[src/rtl/pipe_dest_tracker_if.sv]
// Bundle of ID-stage inputs and per-stage destination/status outputs for
// pipe_dest_tracker; the master side drives ID info, the slave side is the tracker.
interface pipe_dest_tracker_if;
  logic [4:0] i_reg_d_ID;
  logic       i_reg_wr_ID;
  logic       i_mem_rd_ID;
  logic       i_valid_ID;
  logic       i_stall;
  logic       i_flush;
  logic       i_md_start;
  logic       i_md_is_div;
  logic       i_mfhilo_ID;

  logic [4:0] o_reg_d_EX;
  logic [4:0] o_reg_d_MM;
  logic [4:0] o_reg_d_WB;
  logic       o_reg_wr_EX;
  logic       o_reg_wr_MM;
  logic       o_reg_wr_WB;
  logic       o_mem_rd_EX;
  logic       o_valid_EX;
  logic       o_valid_MM;
  logic       o_valid_WB;
  logic       o_md_busy;
  logic       o_md_stall;
  logic       o_stall_ID;

  modport master (
    output i_reg_d_ID, i_reg_wr_ID, i_mem_rd_ID, i_valid_ID, i_stall, i_flush,
           i_md_start, i_md_is_div, i_mfhilo_ID,
    input  o_reg_d_EX, o_reg_d_MM, o_reg_d_WB, o_reg_wr_EX, o_reg_wr_MM,
           o_reg_wr_WB, o_mem_rd_EX, o_valid_EX, o_valid_MM, o_valid_WB,
           o_md_busy, o_md_stall, o_stall_ID
  );

  modport slave (
    input  i_reg_d_ID, i_reg_wr_ID, i_mem_rd_ID, i_valid_ID, i_stall, i_flush,
           i_md_start, i_md_is_div, i_mfhilo_ID,
    output o_reg_d_EX, o_reg_d_MM, o_reg_d_WB, o_reg_wr_EX, o_reg_wr_MM,
           o_reg_wr_WB, o_mem_rd_EX, o_valid_EX, o_valid_MM, o_valid_WB,
           o_md_busy, o_md_stall, o_stall_ID
  );
endinterface

[src/rtl/pipe_dest_tracker.sv]
// Tracks destination register, write and load flags through EX/MM/WB and
// holds ID while the multiply/divide unit is busy and HI/LO is needed.
module pipe_dest_tracker #(
  parameter int MULT_LAT = 4,
  parameter int DIV_LAT  = 32
) (
  input logic                 i_clk,
  input logic                 i_rst_n,
  pipe_dest_tracker_if.slave  bus
);

  localparam logic [5:0] MULT_CNT = 6'(MULT_LAT);
  localparam logic [5:0] DIV_CNT  = 6'(DIV_LAT);

  logic [4:0] ex_d, mm_d, wb_d;
  logic       ex_wr, mm_wr, wb_wr;
  logic       ex_mem_rd;
  logic       ex_valid, mm_valid, wb_valid;
  logic [5:0] md_cnt;
  logic       md_busy;
  logic       md_stall;
  logic       acc;

  assign md_busy  = (md_cnt != 6'd0);
  assign md_stall = md_busy & bus.i_valid_ID & (bus.i_mfhilo_ID | bus.i_md_start);
  assign acc      = bus.i_valid_ID & ~bus.i_stall & ~bus.i_flush & ~md_stall;

  // Flush or any stall turns the ID slot into a bubble; stages behind EX never stall.
  always_ff @(posedge i_clk or negedge i_rst_n) begin
    if (!i_rst_n) begin
      ex_d      <= 5'd0;
      ex_wr     <= 1'b0;
      ex_mem_rd <= 1'b0;
      ex_valid  <= 1'b0;
      mm_d      <= 5'd0;
      mm_wr     <= 1'b0;
      mm_valid  <= 1'b0;
      wb_d      <= 5'd0;
      wb_wr     <= 1'b0;
      wb_valid  <= 1'b0;
      md_cnt    <= 6'd0;
    end else begin
      if (acc) begin
        ex_d      <= bus.i_reg_d_ID;
        ex_wr     <= bus.i_reg_wr_ID & (bus.i_reg_d_ID != 5'd0);
        ex_mem_rd <= bus.i_mem_rd_ID;
        ex_valid  <= 1'b1;
      end else begin
        ex_d      <= 5'd0;
        ex_wr     <= 1'b0;
        ex_mem_rd <= 1'b0;
        ex_valid  <= 1'b0;
      end
      mm_d     <= ex_d;
      mm_wr    <= ex_wr;
      mm_valid <= ex_valid;
      wb_d     <= mm_d;
      wb_wr    <= mm_wr;
      wb_valid <= mm_valid;
      // A new MULT/DIV can only be accepted once the counter has drained.
      if (acc & bus.i_md_start)
        md_cnt <= bus.i_md_is_div ? DIV_CNT : MULT_CNT;
      else if (md_busy)
        md_cnt <= md_cnt - 6'd1;
    end
  end

  assign bus.o_reg_d_EX  = ex_d;
  assign bus.o_reg_d_MM  = mm_d;
  assign bus.o_reg_d_WB  = wb_d;
  assign bus.o_reg_wr_EX = ex_wr;
  assign bus.o_reg_wr_MM = mm_wr;
  assign bus.o_reg_wr_WB = wb_wr;
  assign bus.o_mem_rd_EX = ex_mem_rd;
  assign bus.o_valid_EX  = ex_valid;
  assign bus.o_valid_MM  = mm_valid;
  assign bus.o_valid_WB  = wb_valid;
  assign bus.o_md_busy   = md_busy;
  assign bus.o_md_stall  = md_stall;
  assign bus.o_stall_ID  = bus.i_stall | md_stall;

endmodule

[src/flat_wrapper.sv]
// flat-port wrapper written by rule: the top's interface ports become plain ports
module pipe_dest_tracker_flat 
#(
  parameter int MULT_LAT = 4,
  parameter int DIV_LAT  = 32
)
  (i_clk, i_rst_n, bus_i_reg_d_ID, bus_i_reg_wr_ID, bus_i_mem_rd_ID, bus_i_valid_ID, bus_i_stall, bus_i_flush, bus_i_md_start, bus_i_md_is_div, bus_i_mfhilo_ID, bus_o_reg_d_EX, bus_o_reg_d_MM, bus_o_reg_d_WB, bus_o_reg_wr_EX, bus_o_reg_wr_MM, bus_o_reg_wr_WB, bus_o_mem_rd_EX, bus_o_valid_EX, bus_o_valid_MM, bus_o_valid_WB, bus_o_md_busy, bus_o_md_stall, bus_o_stall_ID);
  pipe_dest_tracker_if bus_i ();
  input logic i_clk;
  input logic i_rst_n;
  input wire logic [$bits(bus_i.i_reg_d_ID)-1:0] bus_i_reg_d_ID;
  input wire logic [$bits(bus_i.i_reg_wr_ID)-1:0] bus_i_reg_wr_ID;
  input wire logic [$bits(bus_i.i_mem_rd_ID)-1:0] bus_i_mem_rd_ID;
  input wire logic [$bits(bus_i.i_valid_ID)-1:0] bus_i_valid_ID;
  input wire logic [$bits(bus_i.i_stall)-1:0] bus_i_stall;
  input wire logic [$bits(bus_i.i_flush)-1:0] bus_i_flush;
  input wire logic [$bits(bus_i.i_md_start)-1:0] bus_i_md_start;
  input wire logic [$bits(bus_i.i_md_is_div)-1:0] bus_i_md_is_div;
  input wire logic [$bits(bus_i.i_mfhilo_ID)-1:0] bus_i_mfhilo_ID;
  output wire logic [$bits(bus_i.o_reg_d_EX)-1:0] bus_o_reg_d_EX;
  output wire logic [$bits(bus_i.o_reg_d_MM)-1:0] bus_o_reg_d_MM;
  output wire logic [$bits(bus_i.o_reg_d_WB)-1:0] bus_o_reg_d_WB;
  output wire logic [$bits(bus_i.o_reg_wr_EX)-1:0] bus_o_reg_wr_EX;
  output wire logic [$bits(bus_i.o_reg_wr_MM)-1:0] bus_o_reg_wr_MM;
  output wire logic [$bits(bus_i.o_reg_wr_WB)-1:0] bus_o_reg_wr_WB;
  output wire logic [$bits(bus_i.o_mem_rd_EX)-1:0] bus_o_mem_rd_EX;
  output wire logic [$bits(bus_i.o_valid_EX)-1:0] bus_o_valid_EX;
  output wire logic [$bits(bus_i.o_valid_MM)-1:0] bus_o_valid_MM;
  output wire logic [$bits(bus_i.o_valid_WB)-1:0] bus_o_valid_WB;
  output wire logic [$bits(bus_i.o_md_busy)-1:0] bus_o_md_busy;
  output wire logic [$bits(bus_i.o_md_stall)-1:0] bus_o_md_stall;
  output wire logic [$bits(bus_i.o_stall_ID)-1:0] bus_o_stall_ID;
  assign bus_i.i_reg_d_ID = bus_i_reg_d_ID;
  assign bus_i.i_reg_wr_ID = bus_i_reg_wr_ID;
  assign bus_i.i_mem_rd_ID = bus_i_mem_rd_ID;
  assign bus_i.i_valid_ID = bus_i_valid_ID;
  assign bus_i.i_stall = bus_i_stall;
  assign bus_i.i_flush = bus_i_flush;
  assign bus_i.i_md_start = bus_i_md_start;
  assign bus_i.i_md_is_div = bus_i_md_is_div;
  assign bus_i.i_mfhilo_ID = bus_i_mfhilo_ID;
  assign bus_o_reg_d_EX = bus_i.o_reg_d_EX;
  assign bus_o_reg_d_MM = bus_i.o_reg_d_MM;
  assign bus_o_reg_d_WB = bus_i.o_reg_d_WB;
  assign bus_o_reg_wr_EX = bus_i.o_reg_wr_EX;
  assign bus_o_reg_wr_MM = bus_i.o_reg_wr_MM;
  assign bus_o_reg_wr_WB = bus_i.o_reg_wr_WB;
  assign bus_o_mem_rd_EX = bus_i.o_mem_rd_EX;
  assign bus_o_valid_EX = bus_i.o_valid_EX;
  assign bus_o_valid_MM = bus_i.o_valid_MM;
  assign bus_o_valid_WB = bus_i.o_valid_WB;
  assign bus_o_md_busy = bus_i.o_md_busy;
  assign bus_o_md_stall = bus_i.o_md_stall;
  assign bus_o_stall_ID = bus_i.o_stall_ID;
  pipe_dest_tracker #(.MULT_LAT(MULT_LAT), .DIV_LAT(DIV_LAT)) u_core (.i_clk(i_clk), .i_rst_n(i_rst_n), .bus(bus_i));
endmodule
[config.mk]
export PLATFORM = sky130hd
export DESIGN_NAME = pipe_dest_tracker_flat
export DESIGN_NICKNAME = d
export VERILOG_FILES = /design/src/rtl/pipe_dest_tracker_if.sv /design/src/rtl/pipe_dest_tracker.sv /design/src/flat_wrapper.sv
export SDC_FILE = /design/constraint.sdc
export NUM_CORES = 1
export LEC_CHECK = 0
export ABC_AREA = 1
export CAP_MARGIN = 0
export CORE_MARGIN = 2
export CORE_UTILIZATION = 35
export CTS_CLUSTER_SIZE = 24
export DETAILED_ROUTE_END_ITERATION = 12
export HOLD_SLACK_MARGIN = 0.12
export PLACE_DENSITY_LB_ADDON = 0.2
export SLEW_MARGIN = 25
export SYNTH_ARGS = -nofsm -noshare
export SYNTH_HDL_FRONTEND = slang
export SYNTH_SLANG_ARGS = --single-unit
[constraint.sdc]
create_clock -name i_clk -period 1.7 [get_ports i_clk]
set_input_delay 0.34 -clock i_clk [delete_from_list [all_inputs] [get_ports i_clk]]
set_output_delay 0.34 -clock i_clk [all_outputs]
set_load 0.01 [all_outputs]
# Word-level counts from Yosys, hierarchy flattened
# Index checks and enable logic that the tools add are counted.
[word_totals] latch_bits=0 regBits=28 memories=0 out_inout_bits=25 romBits=0 ramBits=0 input_bits=15
[op_classes] reduce_logical=3 magnitude_cmp=0 multipliers=0 n_bitwise=12 mux=7 add_sub_neg=1 eq_ne=0 div=0 shifts=0
[op_table] operator="6-bit two-way mux" n=3
[op_table] operator="1-bit AND" n=7
[op_table] operator="6-bit nonzero test" n=1
[op_table] operator="6-bit by 1-bit subtractor with 6-bit output (second input constant)" n=1
[op_table] operator="5-bit two-way mux" n=1
[op_table] operator="5-bit nonzero test" n=1
[op_table] operator="1-bit two-way mux" n=3
[op_table] operator="1-bit NOT" n=3
[op_table] operator="1-bit OR" n=2
[op_table] operator="2-bit nonzero test" n=1

# Depth between registers and ports, before layout
[depth] depth_word=7 ltp_mapped=9

# Least setup slack after synthesis
# OpenSTA, ideal clock, no wires.
[synth_timing] path_kind="register to output" startpoint="reg u_core.md_cnt[0]" endpoint="out bus_o_stall_ID" arrival_time_ns=1.250 slack_ns=0.110 stages_incl_launch_ff=7 required_ns=1.360 path_cell_list="dfrtp_1 > inv_1 > ha_1 > nand3_4 > nand2_4 > inv_1 > or2_1"
[synth_between] elab_chain_cells=4
[synth_lines] element="from (decl)" line_no="pipe_dest_tracker.sv:19" source="logic [5:0] md_cnt;"
[synth_lines] element="from (signal assigned)" line_no="pipe_dest_tracker.sv:62" source="md_cnt <= bus.i_md_is_div ? DIV_CNT : MULT_CNT;"
[synth_lines] element="from (signal assigned)" line_no="pipe_dest_tracker.sv:64" source="md_cnt <= md_cnt - 6'd1;"
[synth_lines] element="6-bit nonzero test" line_no="pipe_dest_tracker.sv:24" source="assign md_busy = (md_cnt != 6'd0);"
[synth_lines] element="named net bus_o_md_busy" line_no="flat_wrapper.sv:30" source="output wire logic [$bits(bus_i.o_md_busy)-1:0] bus_o_md_busy;"
[synth_lines] element="1-bit AND (2 in series)" line_no="pipe_dest_tracker.sv:25" source="assign md_stall = md_busy & bus.i_valid_ID & (bus.i_mfhilo_ID | bus.i_md_start);"
[synth_lines] element="named net bus_o_md_stall" line_no="flat_wrapper.sv:31" source="output wire logic [$bits(bus_i.o_md_stall)-1:0] bus_o_md_stall;"
[synth_lines] element="1-bit OR" line_no="pipe_dest_tracker.sv:80" source="assign bus.o_stall_ID = bus.i_stall | md_stall;"
[synth_lines] element="to (decl)" line_no="flat_wrapper.sv:32" source="output wire logic [$bits(bus_i.o_stall_ID)-1:0] bus_o_stall_ID;"
# The timed path passes the listed nets, and every way through them passes these cells.

# Worst setup path in the final report
[layout_timing] startpoint="reg u_core.md_cnt[1]" endpoint="out bus_o_stall_ID"
[layout_between] elab_chain_cells=4
[layout_lines] element="6-bit nonzero test" line_no="pipe_dest_tracker.sv:24"
[layout_lines] element="1-bit AND (2 in series)" line_no="pipe_dest_tracker.sv:25"
[layout_lines] element="1-bit OR" line_no="pipe_dest_tracker.sv:80"
# Every way passes these cells.

==> metrics <==
CTS tree=done; final setup margin=-0.143 ns; area of the multi-input gates=292 um^2; number of routed nets with antenna violations=0; fmax=543 MHz; GPL Wtd Cong=0.762; VDD IR max=0.788 mV; Internal=0.00139 W; routed wire length=2.00 mm; launch point of the worst path=u_core.md_cnt[1]; r2r setup slk=0.30 ns; largest net degree at the start of global routing=29; WP buf/inv=3; H-tree depth=1; Yosys reg bits=28; die area=3430 um^2; largest stage delay on the critical path=0.42 ns; first-pass iteration count of the detailed router=4; FF+latch area=701 um^2; Switching Share=29.6%; clk_lat worst skew=0.32 ns; vias per cell=4.27; compound-gate portion of the synthesized area=0.962%; Setup crit end kind=primary output; xor-xnor portion of the synthesized cell area=2.52%; Leak=0.833 nW; CP Launch Type=flop; Std-Cell Rows=19; Core Area=2780 um^2; status=finished, violations left; actual slew at the worst max-slew pin=0.342 ns; DRC Markers=0; share of cells above drive strength 1=25.8%; Clock power frac=21.4%; unrepaired setup endpoints after global routing=yes; area delta synth->final=59.1%; Mean Syn Cell Area=11.4 um^2; Worst Hold Class=primary input to async pin; R2R Path Start=u_core.md_cnt[1]; Overall Global Routing Usage=13.7%; IO Pins=40; Simple-Gate Fraction of Synth Area=21.9%; synth top area cells=dfrtp_1 (67%), inv_1 (5.8%), nand2_1 (4.3%), nor2_1 (4.3%), nand3_4 (3.4%); Final Hold Viols=0; post-route setup TNS=-0.217 ns; Synth area leader=dfrtp_1; Core Util, Final=59.6%; Final Max Tran Viols=0; via count=777; relative slew slack=77.2%; diode count=0; Logic pwr share=37.0%; Stages on worst setup path=7; failing checks=negative setup slack; final period utilization=108%; Critical Path RT=1.36 ns; Overall Power=0.00197 W; pwr/cell area=1190 nW/um^2; sequential element share of the synthesized area=67.3%; clock sinks=28; cells on worst reg2reg path=11; vias in the first global route=799; CP cell instances=inv_2 > ha_4 > nand3_4 > nand2_4 > inv_2 > or2_1 > buf_2; CTS clk-pin slew, worst paths=0.14 ns; Sequential Power Share=41.6%; # hold bufs at CTS=0; CTS buffer count=3; YS warnings=0; critical path class=flop to primary output; grt total ovfl=0; Clock Path Buffers=2; worst slack, placed=-0.523 ns; minimum clock period=1.84 ns; CP max FO=2; Die Wd=58.5 um; Post-Synth Adder-Cell Area=1.20%; fin nets=168; combinational family with the most area after synthesis=simple AND/OR/NAND/NOR gates; syn nets=107; DRT iter0 DRCs=7; Synth cell types=19; delay-heaviest family, CP=flip-flops; routed len/inst=11.0 um; Sw Pwr=0.000583 W; Initial Util=37.4%; Crit Reg-Reg Endpoint=u_core.md_cnt[5]; Fillers=247; post-synth top area share=67.3%; cell area after synthesis=1040 um^2; CTS root buffer=clkbuf_4; mux contribution to synthesized area=0%; first-pass GRT wire length=3.42 mm; number of setup violations in the final report=2; worst endpoint data arrival time=1.50 ns; PortBufs=39; Syn Inst Count=91; Max stage delay cell, worst path=dfrtp_1; die extent in y=58.5 um; Max Cap Viol=0; Final Skew=0.00899 ns; Worst path most repeated cell=inv_2; detailed placement HPWL=1.61 mm; initial antenna violation count=0
area by class of cell:
cell class / count / area share (%)
clock inverter: 1 / 1.81
timing repair buffer: 56 / 30.7
multi-input combinational: 46 / 17.6
inverter: 17 / 3.85
clock buffer: 3 / 1.36
sequential: 28 / 42.3
tap: 31 / 2.34
routing by layer:
metal / track usage [%] / wire (um) / vias up
li1: - / - / 393
met1: 15.2 / 769 / 356
met2: 24.6 / 1090 / 26
met3: 2.42 / 112 / 2
met4: 7.97 / 27 / 0
met5: 0 / 0 / -
logic make-up after synthesis:
| kind of cell | count (synthesis) |
|---|---|
| buffers and inverters | 17 |
| xor gates and xnor gates | 3 |
| adders and majority gates | 1 |
| DFF | 28 |
| AOI/OAI and AO/OA | 2 |
| and+or+nand+nor | 40 |
placed cells by master (no fill, tap or decap), drive strengths merged:
cell type and count:
dfrtp 28, bufinv 1, inv 17, or2 1, xnor2 1, o21ai 2, nand4 2, ha 1
clkdlybuf4s15 1, nand2 15, nor3 2, clkbuf 3, xor2 2, clkdlybuf4s50 36, nor2 15, nand3 5
buf 19
power by group through the flow:
stage / Clock (W) / Sequential, W / Combinational [W]
2_1_floorplan: 0 / 0.000851 / 0.000325
3_3_place_gp: 0 / 0.000826 / 0.000643
3_5_place_dp: 0 / 0.000831 / 0.000666
4_1_cts: 0.000439 / 0.000820 / 0.000718
5_1_grt: 0.000469 / 0.000831 / 0.000829
6_report: 0.000421 / 0.000820 / 0.000730
worst max-delay path by stage:
stage                      to
4_1_cts        bus_o_stall_ID
3_5_place_dp   bus_o_stall_ID
3_3_place_gp   bus_o_stall_ID
2_1_floorplan  bus_o_stall_ID
6_report       bus_o_stall_ID
5_1_grt        bus_o_stall_ID
state kept, by name (all words and copies together), names as in the netlist:
| register | flops |
|---|---|
| u_core.md_cnt | 6 |
| u_core.bus.o_reg_d_EX | 5 |
| u_core.bus.o_reg_d_MM | 5 |
| u_core.bus.o_reg_d_WB | 5 |
| u_core.bus.o_mem_rd_EX | 1 |
| u_core.bus.o_reg_wr_EX | 1 |
| u_core.bus.o_reg_wr_MM | 1 |
| u_core.bus.o_reg_wr_WB | 1 |
| u_core.bus.o_valid_EX | 1 |
| u_core.bus.o_valid_MM | 1 |
| u_core.bus.o_valid_WB | 1 |
per-stage QoR:
| stage | area, um^2 | hold slack (ns) | cells |
|---|---|---|---|
| 4_1_cts | 1650 | 0.371 | 180 |
| 3_5_place_dp | 1580 | 0.362 | 175 |
| 3_3_place_gp | 1580 | 0.357 | 175 |
| 5_1_grt | 1660 | 0.392 | 182 |
| 2_1_floorplan | 1040 | 0.0444 | 91 |
| 6_report | 1660 | 0.368 | 182 |
what timing repair did:
| action | CTS | global route |
|---|---|---|
| setup endpoints to repair | 3 | 3 |
| pin swaps | 1 | 0 |
| gates cloned | 0 | 0 |
| buffers inserted | 1 | 2 |
| gates resized for setup | 14 | 3 |
synthesized netlist by cell type:
library cell  number
inv_2              1
nor2_1            12
or2_1              1
xnor2_1            1
nor2_4             1
nor2_2             2
nand4_1            2
nor3_1             1
nand2_4            1
nand2_1           12
nor3_4             1
o21ai_0            2
ha_1               1
nand2_2            2
nand3_1            3
dfrtp_1           28
inv_1             16
nand3_4            2
xor2_1             2
No activity file was read; power rests on OpenSTA's default activity.
